### src/rtl/alu2_pkg.sv
// Shared definitions for the two-client round-robin ALU scheduler:
// ALU op codes and scheduler FSM state encodings.
package alu2_pkg;

  localparam logic [1:0] OP_ADD  = 2'b00;
  localparam logic [1:0] OP_ADDI = 2'b01;
  localparam logic [1:0] OP_AND  = 2'b10;
  localparam logic [1:0] OP_XOR  = 2'b11;

  typedef enum logic [1:0] {
    ST_IDLE = 2'b00,
    ST_EXEC = 2'b01,
    ST_DONE = 2'b10
  } state_t;

endpackage

### src/rtl/alu2_rr_sched_if.sv
// Client-side bus of the round-robin ALU scheduler: two request/operand
// channels in, grants, done pulses, shared result and status out.
interface alu2_rr_sched_if #(
  parameter int CNT_W = 8
);
  logic             req0;
  logic [3:0]       a0;
  logic [3:0]       b0;
  logic [1:0]       c0;
  logic             req1;
  logic [3:0]       a1;
  logic [3:0]       b1;
  logic [1:0]       c1;
  logic             gnt0;
  logic             gnt1;
  logic             done0;
  logic             done1;
  logic [3:0]       result;
  logic             busy;
  logic [CNT_W-1:0] op_cnt;

  // Clients drive requests and operands, observe grants and results.
  modport master (
    output req0, a0, b0, c0, req1, a1, b1, c1,
    input  gnt0, gnt1, done0, done1, result, busy, op_cnt
  );

  // The scheduler consumes requests and returns grants and results.
  modport slave (
    input  req0, a0, b0, c0, req1, a1, b1, c1,
    output gnt0, gnt1, done0, done1, result, busy, op_cnt
  );
endinterface

### src/rtl/alu2.sv
// Combinational 4-bit ALU: add, add with carry-in, AND, XOR.
// Carries out of bit 3 are discarded.
module alu2
  import alu2_pkg::*;
(
  input  logic [3:0] a,
  input  logic [3:0] b,
  input  logic [1:0] c,
  output logic [3:0] y
);

  // Select the operation by op code.
  always_comb begin
    y = 4'd0;
    case (c)
      OP_ADD:  y = a + b;
      OP_ADDI: y = a + b + 4'd1;
      OP_AND:  y = a & b;
      OP_XOR:  y = a ^ b;
      default: y = 4'd0;
    endcase
  end

endmodule

### src/rtl/alu2_rr_sched.sv
// Round-robin scheduler letting two clients share one alu2 instance.
// Each operation takes IDLE -> EXEC -> DONE; the last owner gets the
// lowest priority when both clients request at once.
module alu2_rr_sched
  import alu2_pkg::*;
#(
  parameter int CNT_W = 8
)(
  input  logic            clk,
  input  logic            rst,
  alu2_rr_sched_if.slave  bus
);

  state_t           state;
  logic             ptr;
  logic             owner;
  logic [3:0]       opa;
  logic [3:0]       opb;
  logic [1:0]       opc;
  logic [3:0]       result_q;
  logic [CNT_W-1:0] op_cnt_q;
  logic             gnt0_q;
  logic             gnt1_q;
  logic             done0_q;
  logic             done1_q;
  logic             busy_q;
  logic             pick;
  logic [3:0]       alu_y;

  // Counter increment that sticks at the all-ones value.
  function automatic logic [CNT_W-1:0] sat_inc(input logic [CNT_W-1:0] v);
    return (&v) ? v : v + 1'b1;
  endfunction

  // Single shared datapath, always fed from the latched operands.
  alu2 u_alu (
    .a (opa),
    .b (opb),
    .c (opc),
    .y (alu_y)
  );

  // Arbitration: a lone requester wins, a tie goes to the pointer.
  always_comb begin
    pick = 1'b0;
    if (bus.req0 && bus.req1) pick = ptr;
    else if (bus.req1)        pick = 1'b1;
  end

  // Scheduler FSM with operand, result, counter and output registers.
  always_ff @(posedge clk or posedge rst) begin
    if (rst) begin
      state    <= ST_IDLE;
      ptr      <= 1'b0;
      owner    <= 1'b0;
      opa      <= 4'd0;
      opb      <= 4'd0;
      opc      <= 2'd0;
      result_q <= 4'd0;
      op_cnt_q <= '0;
      gnt0_q   <= 1'b0;
      gnt1_q   <= 1'b0;
      done0_q  <= 1'b0;
      done1_q  <= 1'b0;
      busy_q   <= 1'b0;
    end else begin
      done0_q <= 1'b0;
      done1_q <= 1'b0;
      case (state)
        ST_IDLE: begin
          if (bus.req0 || bus.req1) begin
            opa    <= pick ? bus.a1 : bus.a0;
            opb    <= pick ? bus.b1 : bus.b0;
            opc    <= pick ? bus.c1 : bus.c0;
            owner  <= pick;
            gnt0_q <= ~pick;
            gnt1_q <= pick;
            busy_q <= 1'b1;
            state  <= ST_EXEC;
          end
        end
        ST_EXEC: begin
          result_q <= alu_y;
          done0_q  <= ~owner;
          done1_q  <= owner;
          state    <= ST_DONE;
        end
        ST_DONE: begin
          ptr      <= ~owner;
          op_cnt_q <= sat_inc(op_cnt_q);
          gnt0_q   <= 1'b0;
          gnt1_q   <= 1'b0;
          busy_q   <= 1'b0;
          state    <= ST_IDLE;
        end
        default: begin
          gnt0_q <= 1'b0;
          gnt1_q <= 1'b0;
          busy_q <= 1'b0;
          state  <= ST_IDLE;
        end
      endcase
    end
  end

  assign bus.gnt0   = gnt0_q;
  assign bus.gnt1   = gnt1_q;
  assign bus.done0  = done0_q;
  assign bus.done1  = done1_q;
  assign bus.result = result_q;
  assign bus.busy   = busy_q;
  assign bus.op_cnt = op_cnt_q;

endmodule

### src/flat_wrapper.sv
// flat-port wrapper written by rule: the top's interface ports become plain ports
module alu2_rr_sched_flat import alu2_pkg::*;
#(
  parameter int CNT_W = 8
)
  (clk, rst, bus_req0, bus_a0, bus_b0, bus_c0, bus_req1, bus_a1, bus_b1, bus_c1, bus_gnt0, bus_gnt1, bus_done0, bus_done1, bus_result, bus_busy, bus_op_cnt);
  alu2_rr_sched_if #(.CNT_W(CNT_W)) bus_i ();
  input  logic clk;
  input  logic rst;
  input wire logic [$bits(bus_i.req0)-1:0] bus_req0;
  input wire logic [$bits(bus_i.a0)-1:0] bus_a0;
  input wire logic [$bits(bus_i.b0)-1:0] bus_b0;
  input wire logic [$bits(bus_i.c0)-1:0] bus_c0;
  input wire logic [$bits(bus_i.req1)-1:0] bus_req1;
  input wire logic [$bits(bus_i.a1)-1:0] bus_a1;
  input wire logic [$bits(bus_i.b1)-1:0] bus_b1;
  input wire logic [$bits(bus_i.c1)-1:0] bus_c1;
  output wire logic [$bits(bus_i.gnt0)-1:0] bus_gnt0;
  output wire logic [$bits(bus_i.gnt1)-1:0] bus_gnt1;
  output wire logic [$bits(bus_i.done0)-1:0] bus_done0;
  output wire logic [$bits(bus_i.done1)-1:0] bus_done1;
  output wire logic [$bits(bus_i.result)-1:0] bus_result;
  output wire logic [$bits(bus_i.busy)-1:0] bus_busy;
  output wire logic [$bits(bus_i.op_cnt)-1:0] bus_op_cnt;
  assign bus_i.req0 = bus_req0;
  assign bus_i.a0 = bus_a0;
  assign bus_i.b0 = bus_b0;
  assign bus_i.c0 = bus_c0;
  assign bus_i.req1 = bus_req1;
  assign bus_i.a1 = bus_a1;
  assign bus_i.b1 = bus_b1;
  assign bus_i.c1 = bus_c1;
  assign bus_gnt0 = bus_i.gnt0;
  assign bus_gnt1 = bus_i.gnt1;
  assign bus_done0 = bus_i.done0;
  assign bus_done1 = bus_i.done1;
  assign bus_result = bus_i.result;
  assign bus_busy = bus_i.busy;
  assign bus_op_cnt = bus_i.op_cnt;
  alu2_rr_sched #(.CNT_W(CNT_W)) u_core (.clk(clk), .rst(rst), .bus(bus_i));
endmodule
### config.mk
export PLATFORM = sky130hd
export DESIGN_NAME = alu2_rr_sched_flat
export DESIGN_NICKNAME = d
export VERILOG_FILES = /design/src/rtl/alu2_pkg.sv /design/src/rtl/alu2_rr_sched_if.sv /design/src/rtl/alu2.sv /design/src/rtl/alu2_rr_sched.sv /design/src/flat_wrapper.sv
export SDC_FILE = /design/constraint.sdc
export NUM_CORES = 1
export LEC_CHECK = 0
export ABC_AREA = 1
export BUFFER_PORTS_ARGS = -buffer_cell sky130_fd_sc_hd__buf_2
export CAP_MARGIN = 30
export CORE_MARGIN = 2
export CORE_UTILIZATION = 40
export CTS_CLUSTER_SIZE = 28
export DETAILED_ROUTE_END_ITERATION = 6
export PLACE_DENSITY = 0.72
export SLEW_MARGIN = 20
export SYNTH_ARGS = -nofsm -noshare
export SYNTH_HDL_FRONTEND = slang
export SYNTH_SLANG_ARGS = --single-unit
### constraint.sdc
create_clock -name clk -period 4.3 [get_ports clk]
set_input_delay 0.86 -clock clk [delete_from_list [all_inputs] [get_ports clk]]
set_output_delay 0.86 -clock clk [all_outputs]
set_load 0.05 [all_outputs]
# Word-level counts from Yosys, hierarchy flattened
# Index checks and enable logic that the tools add are counted.
# Widths: inputs -> output; s select.
[word_totals]
reg_bits = 31
inputBits = 24
output_inout_bits = 17
word_cells = 52
[op_classes]
add_sub_neg = 3
eq_ne = 6
mux = 16
bitwise = 6
reduce_logical = 8
[op_table]
columns = ["operator", "count"]
rows = [
  ["$pmux 4 s4", 1],
  ["$add 8x1->8 const B", 1],
  ["$mux 4", 2],
  ["$reduce_and 8->1", 1],
  ["$mux 1", 7],
  ["$eq 2x2->1 const B", 3],
  ["$pmux 1 s2", 3],
  ["$reduce_and 2->1", 3],
  ["$add 4x1->4 const B", 1],
  ["$add 4x4->4", 1],
  ["$and 4x4->4", 1],
  ["$eq 2x1->1 const B", 2],
  ["$logic_not 2->1", 2],
  ["$mux 2", 2],
  ["$not 1->1", 4],
  ["$pmux 2 s2", 1],
  ["$xor 4x4->4", 1],
  ["$ne 2x1->1 const B", 1],
  ["$logic_and 1x1->1", 1],
  ["$logic_or 1x1->1", 1],
]

# Depth between registers and ports, before layout
[logic_depth]
ltp_word = 5
depth_mapped = 13
depth_no_buf = 13

# Hierarchy
# From an unflattened synthesis, not the netlist that was laid out.
[hier_totals]
hier_cells = 224
area_unflattened_um2 = 1705.4
[modules_own_cells]
columns = ["module", "instances", "cells_each", "area_per_inst_um2", "seq_area_each_um2"]
rows = [
  ["alu2_rr_sched", 1, 172, 1402.6, 775.7],
  ["alu2", 1, 52, 302.8, 0.0],
]

# Least setup slack after synthesis
# OpenSTA, ideal clock, no wires.
[synth_timing]
path_type = "register to register"
start = "register u_core.opb[0]"
end = "register u_core.result_q[2] (netlist: u_core.bus.result[2])"
setup_time_ps = 66
arrival_time_ps = 1625
t_required_ps = 4234
setup_slack_ps = 2609
path_stages_with_launch = 10
path_buffers = 0
synth_period_minus_slack_ps = 1691
path_cell_list = "dfrtp_1 > ha_1 > inv_1 > fa_1 > inv_1 > ha_1 > xor2_1 > o21ai_1 > nand3_1 > nand2_1"
[synth_between]
elab_chain_cells = 3
[synth_rtl]
columns = ["item", "line_no", "source"]
rows = [
  ["from (decl)", "alu2_rr_sched.sv:18", "logic [3:0] opb;"],
  ["from (signal assigned)", "alu2_rr_sched.sv:73", "opb <= pick ? bus.b1 : bus.b0;"],
  ["$add 4x4->4 *", "alu2.sv:16, alu2.sv:17", ""],
  ["$add 4x1->4", "alu2.sv:17", "OP_ADDI: y = a + b + 4'd1;"],
  ["$pmux 4 s4 *", "alu2.sv:15", "case (c)"],
  ["to (signal assigned)", "alu2_rr_sched.sv:83", "result_q <= alu_y;"],
  ["to (decl)", "alu2_rr_sched.sv:20", "logic [3:0] result_q;"],
]
# Mark *: on every way between the ends. The rest lies on a longest branch, timed or not.
# A chain may end at the register's enable or synchronous reset.

# Final worst setup path
[layout_timing]
start = "register u_core.op_cnt_q[5] (netlist: u_core.bus.op_cnt[5])"
end = "output bus_op_cnt[5]"
[layout_rtl]
columns = ["item", "line_no", "source"]
rows = [
  ["from (decl)", "alu2_rr_sched.sv:21", "logic [CNT_W-1:0] op_cnt_q;"],
  ["from (signal assigned)", "alu2_rr_sched.sv:90", "op_cnt_q <= sat_inc(op_cnt_q);"],
  ["to (decl)", "flat_wrapper.sv:24", "output wire logic [$bits(bus_i.op_cnt)-1:0] bus_op_cnt;"],
]
# No word-level cell between the ends.

==> metrics.yaml <==
critical_path:
  cpPeakStageDelay_ns: 0.44
  crit_buf_inv: 1
  critical_path_required_ns: 3.44
  crit_path_depth: 1
  reg2regPathDepth: 11
  cp_cell_sequence: "buf_2"
  timing.critical_path.arrival_ns: 1.03
  crit_path_start: "u_core.bus.op_cnt[5]"
  setup.worst_path.end_class: "output pin"
  worst_path_dominant_cell_family: "flip-flops"
  worst-path-max-fanout: 5
  setup.worst_path.start_class: "flip-flop"
  criticalPathCategory: "reg2out"
  regToRegStartpoint: "u_core.opb[0]"
  crit_path_end: "bus_op_cnt[5]"
  worst-r2r-setup-slack_ns: 2.44
  critical_path.slowest_cell: "sky130_fd_sc_hd__dfrtp_1"
  crit-reg2reg-capture: "u_core.bus.result[3]"
timing:
  finalWorstPathRequiredPeriod_ns: 1.89
  rsz0062_at_grt: "false"
  max_freq_mhz: 530
  setup-violations-final: 0
  setup-tns-final_ns: 0
  max-slew-margin-rel_pct: 54.8
  slew_viol_final: 0
  min_period_over_period_pct: 43.9
  timing_hold_violations_final: 0
  tightestPinTransition_ns: 0.676
  final.setup_skew_ns: 0.00763
logic_synthesis:
  mean_instance_size_in_the_synthesized_netlist_um2: 8.86
  synth_top_family_by_area: "simple AND/OR/NAND/NOR gates"
  synth-adder-area-share_pct: 5.21
  synth_compound_gate_area_share_pct: 15.1
  yosys.cell_types.count: 33
  synth-warning-count: 0
  yosys.area_share.simple_pct: 21.6
  post_synth_instance_area_um2: 1820
  synth_seq_cells: 31
  post_synth_inst_count: 206
  muxShareOfSynthArea_pct: 0
  synth_xor_area_share_pct: 3.84
  synthesis.nets: 237
  proportion_of_synthesized_chip_area_in_sequential_cells_pct: 42.5
placed_design:
  dp.final_hpwl_um: 2670
  buffer_ports.inserted: 40
  rd_place_congestion: 0.827
clock_network:
  post_cts_resize_count: 0
  insertion_delay_ns: 0.28
  clkSlewWorstSetupHoldPaths_ns: 0.06
  clock-root-buffer: "sky130_fd_sc_hd__clkbuf_8"
  tritoncts_clock_tree: "yes"
  h-tree-depth: 2
  clock_path_buffers: 2
  cts_setup_buffers: 0
  total_number_of_clock_tree_sinks: 31
  ctsHoldBuffers: 0
  tritoncts.num_buffers: 5
outcome:
  status: "completed"
power:
  irDropWorstVdd_uv: 275
  pwr_density_cell_nw_per_um2: 809
  total_power_draw_mw: 1.76
  power.static_leakage_nw: 1.17
finish:
  multi_input_comb_area_um2: 835
  nets: 282
  final_layout_size_suffix_gt1_share_pct: 31.0
  nFillCells: 441
  n_antenna_cell: 0
  synthesis_to_layout_area_growth_pct: 19.0
  most-common-layout-cells: "sky130_fd_sc_hd__inv_1, sky130_fd_sc_hd__nand2_1, sky130_fd_sc_hd__buf_2"
  ff_latch_area_um2: 776
die:
  floorplan.rows: 24
  chipWidth_um: 71.5
  boundaryPins: 41
  die_area_um2: 5120
  initial_core_util_pct: 41.6
  die_height_um: 71.5
  core_region_area_um2: 4380
global_route:
  first_global_vias: 1437
  grt_start_max_net_pins: 32
  globalRoute.totalOverflow: 0
  antenna_violations_before_repair: 0
  groute.usage.overall_pct: 15.3
  grt_first_pass_wirelength_um: 6120
job:
  drv_cap: 0
route:
  via_count: 1446
  firstDrtPassIters: 4
  drt_first_iter_violations: 58
  drt_wl_total_um: 3490
  route.antenna.remaining_nets: 0
  drc: 0
  wl_per_cell_um: 11.5
  vias_per_instance: 4.76
worst_hold_path:
  hold_path_class: "reg2reg"
-- synth_stat cells, drive strengths merged --
library cell	number	share of area [%]
a211oi	1	0.41
ha	6	4.1
fa	1	1.1
o21ai	8	2.2
o221ai	10	7.9
nor2	14	4.4
a31oi	1	0.34
nand4	1	0.34
nor3	2	0.82
a221oi	1	0.48
dfrtp	31	43
nand2	46	10
xor2	5	2.4
nand3	17	5.6
inv	50	10
a41oi	1	0.48
o211ai	2	1.9
a21oi	3	1.4
buf	3	1.4
xnor2	3	1.4
-- worst min-delay path by stage --
stage	from	end	slack (ns)	cells after the start
floorplan	u_core.owner	u_core.bus.done0	0.40	1
global placement	u_core.owner	u_core.bus.done0	0.41	1
detailed placement	u_core.owner	u_core.bus.done0	0.42	1
CTS	u_core.owner	u_core.bus.done0	0.42	1
global route	u_core.owner	u_core.bus.done0	0.44	1
finish	u_core.owner	u_core.bus.done0	0.42	1
-- registers in the layout, summed over array words and instances (netlist names) --
register           cells
u_core.opa             4
u_core.bus.op_cnt      8
u_core.opc             2
u_core.bus.done0       1
u_core.bus.result      4
u_core.bus.done1       1
u_core.owner           1
u_core.bus.gnt1        1
u_core.ptr             1
u_core.bus.gnt0        1
u_core.state           2
u_core.bus.busy        1
u_core.opb             4
-- per-layer routing --
layer  up-vias  wire length [um]  GRT usage (%)
met3         5               190           3.09
li1        744                 -              -
met2        42              1610           24.6
met5         -                 0              0
met1       655              1610           19.8
met4         0                80           7.55
-- kinds of logic after synthesis --
group	Yosys count
AO/OA/AOI/OAI	27
XOR/XNOR	8
adder cells (fa/ha/maj)	7
buffers and inverters	53
flip-flops	31
AND/OR/NAND/NOR	80
-- area by class of cell --
| type | count | area share (%) |
|---|---|---|
| inverters | 50 | 8.65 |
| clock buffers | 8 | 4.61 |
| multi-input cells | 122 | 38.4 |
| well taps | 52 | 3.00 |
| repair buffers | 41 | 9.57 |
| flip-flops and latches | 31 | 35.7 |
-- through the flow --
stage / util (%) / instance area (um^2) / hold WS [ns] / setup slack [ns] / std cells
floorplan: - / 1820 / 0.403 / 2.61 / 206
global placement: 47.2 / 2070 / 0.413 / 2.32 / 296
detailed placement: 47.2 / 2070 / 0.415 / 2.29 / 296
CTS: 49.5 / 2170 / 0.424 / 2.39 / 304
global route: 49.5 / 2170 / 0.438 / 2.26 / 304
finish: 49.5 / 2170 / 0.423 / 2.41 / 304
-- where the power goes --
group,switching [mW],internal (mW)
logic,0.672,0.318
clock network,0.105,0.146
registers,0.0958,0.419
Power figures use the tool's default switching activity.
